**src/rtl/uart_tx_pkg.sv**
```systemverilog
// Shared definitions for the UART transmitter: FSM state encodings and status bit positions.
// Defining UART_TX_PARITY_EN adds the PARITY state and widens the state register to 3 bits.
package uart_tx_pkg;

  localparam int unsigned UART_STA_BUSY = 0;
  localparam int unsigned UART_STA_DONE = 1;

`ifdef UART_TX_PARITY_EN
  typedef enum logic [2:0] {
    UART_TX_IDLE   = 3'd0,
    UART_TX_START  = 3'd1,
    UART_TX_DATA   = 3'd2,
    UART_TX_STOP   = 3'd3,
    UART_TX_PARITY = 3'd4
  } uart_tx_state_e;
`else
  typedef enum logic [1:0] {
    UART_TX_IDLE  = 2'd0,
    UART_TX_START = 2'd1,
    UART_TX_DATA  = 2'd2,
    UART_TX_STOP  = 2'd3
  } uart_tx_state_e;
`endif

endpackage

```
**src/rtl/uart_tx_if.sv**
```systemverilog
// Memory-controller side of the UART0 transmitter: send strobe, character, serial line, status.
interface uart_tx_if;
  logic       send_i_w;
  logic [7:0] schar_i_w;
  logic       tx_o_r;
  logic [1:0] sta_o_r;

  modport master (output send_i_w, schar_i_w, input  tx_o_r, sta_o_r);
  modport slave  (input  send_i_w, schar_i_w, output tx_o_r, sta_o_r);
endinterface

```
**src/rtl/uart_baud_gen.sv**
```systemverilog
// Bit-period counter: counts 0..CLKS_PER_BIT-1 and pulses tick_o on the last count.
// Synchronous active-low reset; clear_i restarts the period from zero.
module uart_baud_gen #(
  parameter int unsigned CLKS_PER_BIT = 234,
  parameter int unsigned CNT_W        = 16
) (
  input  logic clk_i,
  input  logic rst_ni,
  input  logic clear_i,
  output logic tick_o
);

  localparam logic [CNT_W-1:0] LastCnt = CNT_W'(CLKS_PER_BIT - 1);

  logic [CNT_W-1:0] cnt_q, cnt_d;

  always_comb begin
    tick_o = (cnt_q == LastCnt);
    cnt_d  = cnt_q + CNT_W'(1);
    if (clear_i || tick_o) cnt_d = '0;
  end

  always_ff @(posedge clk_i) begin
    if (!rst_ni) cnt_q <= '0;
    else         cnt_q <= cnt_d;
  end

endmodule

```
**src/rtl/uart_tx.sv**
```systemverilog
// 8N1 serial transmitter for the UART0 window; a 0->1 on send starts a frame when idle.
// Defining UART_TX_PARITY_EN inserts an even-parity bit between the data bits and the stop bit.
module uart_tx
  import uart_tx_pkg::*;
#(
  parameter int unsigned CLKS_PER_BIT = 234,
  parameter int unsigned CNT_W        = 16
) (
  input logic      clk_i_w,
  input logic      rst_i_w,
  uart_tx_if.slave bus
);

  uart_tx_state_e state_q, state_d;
  logic [2:0]     bit_idx_q, bit_idx_d;
  logic [7:0]     shift_q, shift_d;
  logic           send_q, send_d;
  logic           tx_q, tx_d;
  logic [1:0]     sta_q, sta_d;
  logic           rise, clear, tick;
`ifdef UART_TX_PARITY_EN
  logic           par_q, par_d;
`endif

  uart_baud_gen #(
    .CLKS_PER_BIT (CLKS_PER_BIT),
    .CNT_W        (CNT_W)
  ) u_baud (
    .clk_i   (clk_i_w),
    .rst_ni  (rst_i_w),
    .clear_i (clear),
    .tick_o  (tick)
  );

  always_comb begin
    state_d   = state_q;
    bit_idx_d = bit_idx_q;
    shift_d   = shift_q;
    sta_d     = sta_q;
    send_d    = bus.send_i_w;
    clear     = 1'b0;
`ifdef UART_TX_PARITY_EN
    par_d     = par_q;
`endif
    rise      = bus.send_i_w & ~send_q;

    unique case (state_q)
      UART_TX_IDLE: begin
        if (rise) begin
          shift_d              = bus.schar_i_w;
          state_d              = UART_TX_START;
          clear                = 1'b1;
          sta_d[UART_STA_BUSY] = 1'b1;
          sta_d[UART_STA_DONE] = 1'b0;
`ifdef UART_TX_PARITY_EN
          par_d                = ^bus.schar_i_w;
`endif
        end
      end
      UART_TX_START: begin
        if (tick) begin
          state_d   = UART_TX_DATA;
          bit_idx_d = 3'd0;
        end
      end
      UART_TX_DATA: begin
        if (tick) begin
          shift_d = shift_q >> 1;
          if (bit_idx_q == 3'd7) begin
`ifdef UART_TX_PARITY_EN
            state_d = UART_TX_PARITY;
`else
            state_d = UART_TX_STOP;
`endif
          end else begin
            bit_idx_d = bit_idx_q + 3'd1;
          end
        end
      end
`ifdef UART_TX_PARITY_EN
      UART_TX_PARITY: begin
        if (tick) state_d = UART_TX_STOP;
      end
`endif
      UART_TX_STOP: begin
        if (tick) begin
          state_d              = UART_TX_IDLE;
          sta_d[UART_STA_BUSY] = 1'b0;
          sta_d[UART_STA_DONE] = 1'b1;
        end
      end
      default: state_d = UART_TX_IDLE;
    endcase

    // Line is registered, so it is decoded from the state being entered.
    case (state_d)
      UART_TX_START:  tx_d = 1'b0;
      UART_TX_DATA:   tx_d = shift_d[0];
`ifdef UART_TX_PARITY_EN
      UART_TX_PARITY: tx_d = par_q;
`endif
      default:        tx_d = 1'b1;
    endcase
  end

  always_ff @(posedge clk_i_w) begin
    if (!rst_i_w) begin
      state_q   <= UART_TX_IDLE;
      bit_idx_q <= 3'd0;
      shift_q   <= 8'd0;
      send_q    <= 1'b0;
      tx_q      <= 1'b1;
      sta_q     <= 2'b00;
`ifdef UART_TX_PARITY_EN
      par_q     <= 1'b0;
`endif
    end else begin
      state_q   <= state_d;
      bit_idx_q <= bit_idx_d;
      shift_q   <= shift_d;
      send_q    <= send_d;
      tx_q      <= tx_d;
      sta_q     <= sta_d;
`ifdef UART_TX_PARITY_EN
      par_q     <= par_d;
`endif
    end
  end

  assign bus.tx_o_r  = tx_q;
  assign bus.sta_o_r = sta_q;

endmodule

```
**src/flat_wrapper.sv**
```systemverilog
// flat-port wrapper written by rule: the top's interface ports become plain ports
module uart_tx_flat import uart_tx_pkg::*;
#(
  parameter int unsigned CLKS_PER_BIT = 234,
  parameter int unsigned CNT_W        = 16
)
  (clk_i_w, rst_i_w, bus_send_i_w, bus_schar_i_w, bus_tx_o_r, bus_sta_o_r);
  uart_tx_if bus_i ();
  input logic clk_i_w;
  input logic rst_i_w;
  input wire logic [$bits(bus_i.send_i_w)-1:0] bus_send_i_w;
  input wire logic [$bits(bus_i.schar_i_w)-1:0] bus_schar_i_w;
  output wire logic [$bits(bus_i.tx_o_r)-1:0] bus_tx_o_r;
  output wire logic [$bits(bus_i.sta_o_r)-1:0] bus_sta_o_r;
  assign bus_i.send_i_w = bus_send_i_w;
  assign bus_i.schar_i_w = bus_schar_i_w;
  assign bus_tx_o_r = bus_i.tx_o_r;
  assign bus_sta_o_r = bus_i.sta_o_r;
  uart_tx #(.CLKS_PER_BIT(CLKS_PER_BIT), .CNT_W(CNT_W)) u_core (.clk_i_w(clk_i_w), .rst_i_w(rst_i_w), .bus(bus_i));
endmodule
```
**config.mk**
```make
export PLATFORM = sky130hd
export DESIGN_NAME = uart_tx_flat
export DESIGN_NICKNAME = d
export VERILOG_FILES = /design/src/rtl/uart_tx_pkg.sv /design/src/rtl/uart_tx_if.sv /design/src/rtl/uart_baud_gen.sv /design/src/rtl/uart_tx.sv /design/src/flat_wrapper.sv
export SDC_FILE = /design/constraint.sdc
export NUM_CORES = 1
export LEC_CHECK = 0
export BUFFER_PORTS_ARGS = -buffer_cell sky130_fd_sc_hd__buf_2
export CAP_MARGIN = 10
export CORE_ASPECT_RATIO = 1.2
export CORE_UTILIZATION = 58
export DETAILED_ROUTE_END_ITERATION = 8
export PLACE_DENSITY = 0.76
export SYNTH_ARGS = -nofsm -noshare
export SYNTH_HDL_FRONTEND = slang
export SYNTH_SLANG_ARGS = --single-unit
```
**constraint.sdc**
```tcl
create_clock -name clk_i_w -period 2.3 [get_ports clk_i_w]
set_input_delay 0.46 -clock clk_i_w [delete_from_list [all_inputs] [get_ports clk_i_w]]
set_output_delay 0.46 -clock clk_i_w [all_outputs]
set_load 0.01 [all_outputs]
```
Yosys cells after proc, flatten, opt, wreduce, memory -nomap -nowiden
Cells that the tools add are included.

cells by class
  $add $sub $neg = 2
  equality and inequality tests = 12
  mux-type cells = 19
  bitwise gates (word level) = 3
  reduce and logical (&&, ||, !) cells = 9

operators with widths
  kind                                                                     count
  16-bit by 1-bit adder with 16-bit output, second input constant          1
  16-bit by 8-bit equality test with 1-bit output, second input constant   1
  8-bit 2-to-1 mux                                                         2
  8-bit one-hot mux with 2 select lines                                    1
  2-bit 2-to-1 mux                                                         7
  3-bit 2-to-1 mux                                                         3
  2-bit by 1-bit inequality test with 1-bit output, second input constant  4
  2-bit one-hot mux with 4 select lines                                    1
  2-bit equality test, second input constant                               3
  3-bit one-hot mux with 2 select lines                                    1
  3-bit AND reduction                                                      2
  2-bit nonzero test                                                       3
  2-bit by 1-bit equality test with 1-bit output, second input constant    2
  2-bit one-hot mux with 2 select lines                                    1
  4-bit AND reduction                                                      1
  3-bit by 1-bit adder with 3-bit output, second input constant            1
  3-bit equality test, second input constant                               1
  2-bit logical NOT                                                        1
  1-bit 2-to-1 mux                                                         2
  2-bit inequality test, second input constant                             1
  1-bit NOT                                                                2
  1-bit one-hot mux with 2 select lines                                    1
  2-bit OR reduction                                                       1
  1-bit AND                                                                1
  1-bit logical OR                                                         1

word-level totals
  flip-flop bits (word level) = 33
  input port bits = 11
  output and inout port bits = 3
  word-level logic and storage cells = 53

Logic depth before layout (Yosys ltp)
  word-level depth = 6
  gate-level depth with buffers = 9

Modules after synthesis
A second synthesis with hierarchy kept.

second synthesis, totals
  cell total of the unflattened synthesis = 170
  area total of the unflattened synthesis = 1,614.0 µm²

modules (own cells, without submodules)
  module         instances  cells each  area an instance (µm²)
  uart_baud_gen  1          85          837.1
  uart_tx        1          85          777.0

Worst setup path before layout
OpenSTA, ideal clock, no wires.

  path kind = reg-to-reg
  from = register u_core.u_baud.cnt_q[0]
  to = register u_core.tx_q, in the netlist u_core.bus.tx_o_r
  arrival time = 1,882 ps
  slack = 283 ps
  cell stages (with the launch flop) = 9
  path buffers = 1
  clock period less this slack = 2,017 ps
  cell sequence = dfxtp_1 > ha_1 > or4b_2 > nor4_1 > and2_1 > buf_2 > nand2_1 > a22oi_1 > a31oi_1

on the way
  cells in the longest elaborated chain, start to end = 5
  elaborated cells between the ends (all ways) = 10
  those cells by class = eq/ne (3); mux (7)

RTL lines
  element                                                                                       RTL line                                     source
  start, declared                                                                               uart_baud_gen.sv:15                          logic [CNT_W-1:0] cnt_q, cnt_d;
  start signal, assigned                                                                        uart_baud_gen.sv:25                          else cnt_q <= cnt_d;
  16-bit by 8-bit equality test with 1-bit output (*)                                           uart_baud_gen.sv:18                          tick_o = (cnt_q == LastCnt);
  2-bit 2-to-1 mux, on equally long branches                                                    uart_tx.sv:86, uart_tx.sv:61, uart_tx.sv:67
  2-bit one-hot mux with 4 select lines                                                         uart_tx.sv:47                                unique case (state_q)
  2-bit equality test / 2-bit by 1-bit equality test with 1-bit output (equally long branches)  uart_tx.sv:96                                case (state_d)
  1-bit one-hot mux with 2 select lines (*)                                                     uart_tx.sv:96
  end signal, assigned                                                                          uart_tx.sv:122                               tx_q <= tx_d;
  end, declared                                                                                 uart_tx.sv:18                                logic tx_q, tx_d;

Every way passes the cells marked *; elsewhere a longest branch is shown, timed or not. The select of a mux whose other input is x is not followed.
A chain may end at the register's enable or synchronous reset.

Worst setup path after layout
  from = register u_core.u_baud.cnt_q[1]
  to = register u_core.tx_q, in the netlist u_core.bus.tx_o_r

The elaborated chain is that of the path after synthesis.

==> results by group <==
Worst setup path
  • Critical Path Fanout Max: 5
  • Crit Path Class: reg -> reg
  • CP peak stage delay: 0.48 ns
  • CP endpoint kind: flip-flop
  • Worst EP required: 2.58 ns
  • Worst path arrival time: roughly 2.4 ns
  • CP max stage cell: or3b_2
  • CP startpoint kind: flip-flop
  • CP cell instances: inv_1 > ha_1 > or3b_2 > nor4_4 > buf_4 > nor3_2 > nor3_2 > and3b_1 > a31oi_1
  • CP dominant cell by count: nor3_2

Global routing
  • Global Route Usage Sum: about a quarter
  • Largest net degree at the start of global routing: 20
  • First-pass GRT wire length: ~5400 um
  • GRT overflow: 0
  • Initial antenna violation count: 0
  • Vias in the first global route: 1287

Power and ir drop
  • NetSw: 295 uW
  • Pleak: 0.000804 uW
  • PwrDens: 641 mW/mm^2
  • Cell-internal power: 924 uW
  • VDD IR max: 0.663 mV
  • Sw frac: 24.2%
  • Clk pwr share: 37.6%
  • Sequential power share: around 50%
  • Post-layout power: 1220 uW
  • Logic pwr share: about an eighth

Timing
  • Final period util: 92.5%
  • Fmax: 470 MHz
  • Slew headroom: 66.3%
  • RSZ-0062 raised after global routing: false
  • # setup viols final: 0
  • Hold slack: 0.327 ns
  • Fin. Hold Viols: 0
  • Pins Over Slew Limit: 0
  • Setup TNS: 0 ns
  • Least-Margin Pin Slew: 0.501 ns
  • Setup Skew: about 0.019 ns
  • Fin crit period: approximately 2.1 ns

Clock network
  • Max Root-Sink Buffers: 2
  • Clk_lat worst skew: 0.35 ns
  • CTS tree: done
  • Clk root buf: clkbuf_4
  • Reg clk slew, reported paths: 0.11 ns
  • Clock buffer count from CTS: 5
  • # clock sinks: 33
  • # H-tree levels: 2

Cells and area
  • Layout area overhead: 13.4%
  • Final layout net count: between 200 and 250
  • Area of the multi-input gates: ~970 sq um
  • Sequential cell area: 661 sq um
  • Share of post-route cells with drive strength above 1: 20.0%
  • ANT cells: 0
  • Fillers: ~220

Synth
  • Synth top area cells: dfxtp_1 39%, ha_1 6.0%, nor2_1 5.4%
  • Synthesis warning total: 0
  • Synth Cell Area: 0.00168 sq mm
  • Post-synth top flop: dfxtp_1
  • Register area share after synthesis: 39.4%
  • Avg Inst Size Synth: 8.97 sq um
  • Largest area contributor in the netlist: dfxtp_1
  • Post-synth EDFFs: 0
  • Synth top area share: 39.4%
  • Flops & latches, synth: 33
  • Post-synth ARST share: 0%
  • Synthesized Nets: 206
  • Cell count after synthesis: approximately 190
  • Distinct cells, synth: 45

Placement
  • RePlAce Congestion: 0.791
  • IO buf count: 13
  • Post-detail-place hpwl: 2440 um

Die
  • Core ar.: about 0.0028 sq mm
  • Die W: 51.1 um
  • Die area: 0.00311 sq mm
  • Initial Util: 60.8%
  • # rows: 21
  • Num ports: 14
  • DIE HEIGHT: 60.9 um

Routing
  • Drt via density: 5.70
  • WL/cell: 13.9 um
  • Pre-antenna DRT Iters: 4
  • Max layer used: met4
  • WL final: 3380 um
  • M1 WL: ~1500 um
  • Routed wl met2: 1680 um
  • Vias after detailed routing: 1392
  • Antenna Nets Post-Route: 0
  • Detailed-route DRC error count: 0
  • Iteration-0 DRC Markers: 28
  • DR WL met3: 88 um

Job
  • Max-cap violations: 0

Outcome
  • Outcome: completed

Worst hold path
  • HP Class: in -> reg
[routing by layer]
metal,global-route usage (%),up-vias
li1,-,704
met1,26.2,661
met2,41.2,18
met3,7.02,9
met4,12.3,0
met5,0,-
[worst paths after layout]
kind                                              from                end  slack [ns]  cells past startpoint
worst max-delay path            u_core.u_baud.cnt_q[1]  u_core.bus.tx_o_r        0.17                      9
worst min-delay path                      bus_send_i_w      u_core.send_q        0.33                      2
worst max register to register  u_core.u_baud.cnt_q[1]  u_core.bus.tx_o_r        0.17                      9
worst min register to register       u_core.shift_q[7]  u_core.shift_q[7]        0.50                      2
[state kept, by name, summed over array words and instances (netlist names)]
register / count
u_core.u_baud.cnt_q: 16
u_core.shift_q: 8
u_core.bit_idx_q: 3
u_core.bus.sta_o_r: 2
u_core.state_q: 2
u_core.bus.tx_o_r: 1
u_core.send_q: 1
[cell usage after synthesis, types with 2 or more instances]
| master | count |
|---|---|
| nor2b_1 | 2 |
| nor3_1 | 4 |
| ha_1 | 8 |
| nand2_1 | 19 |
| and2_1 | 6 |
| xnor2_1 | 5 |
| nor3b_1 | 2 |
| xor2_1 | 9 |
| nand2b_1 | 2 |
| nor3_2 | 2 |
| a21boi_0 | 3 |
| a22oi_1 | 9 |
| nor4_1 | 2 |
| a21oi_1 | 2 |
| inv_1 | 5 |
| dfxtp_1 | 33 |
| buf_2 | 4 |
| o211a_1 | 6 |
| o21ai_0 | 6 |
| and3_1 | 2 |
| nor2_1 | 24 |
| mux2_2 | 2 |
| nand3_1 | 8 |
[worst max-delay path, delay by kind of cell, from the launching register on]
| kind | cells | cell delay, ns |
|---|---|---|
| flip-flops | 1 | 0.34 |
| AND/OR/NAND/NOR | 5 | 1.23 |
| AO/OA/AOI/OAI | 1 | 0.13 |
| buffers and inverters | 2 | 0.25 |
| adder cells (fa/ha/maj) | 1 | 0.15 |
[layout make-up]
class	instances	share of cell area [%]
Timing Repair Buffer	21	6.57
Multi-Input combinational cell	143	51.0
Clock buffer	7	2.89
Sequential cell	33	34.7
Inverter	5	0.986
Clock inverter	1	1.58
Tap cell	34	2.24
[stage by stage]
step	worst slack, ns	area [sq um]	utilization (%)	instances
final	0.173	1900	69.0	244
after global routing	0.0353	1900	69.0	244
after CTS	0.0719	1880	68.2	242
after detailed placement	0.0758	1800	65.1	234
after global placement	0.139	1800	65.1	234
after floorplan	0.283	1680	-	187
[cells by family after synthesis]
family / synth area share (%)
buffers and inverters: 3.21
and+or+nand+nor: 27.4
muxes: 1.34
adders and majority gates: 5.97
xor gates and xnor gates: 7.31
AOI/OAI and AO/OA: 15.4
DFF: 39.4
[repair_timing]
item,4_1_cts,5_1_grt
buffers inserted,0,2
hold buffers,0,0
setup endpoints to repair,0,8
resized for setup,0,2
[power by group through the flow]
stage                     logic (uW)  clock network, uW  registers, uW
final                            149                458            612
after global routing             167                484            614
after CTS                        149                467            611
after detailed placement         148                  0            625
after global placement           140                  0            623
after floorplan                  103                  0            624
[cells in the final DEF (no fill, tap or decap), types with 6 or more instances in the layout]
cell type   n
a22oi_1     9
buf_2      13
buf_4       8
dfxtp_1    33
ha_1        8
nand2_1    19
nand3_1     8
nor2_1     24
o211a_1     6
o21ai_0     6
xor2_1      9
Note: power is estimated with default switching activity, not from simulation.
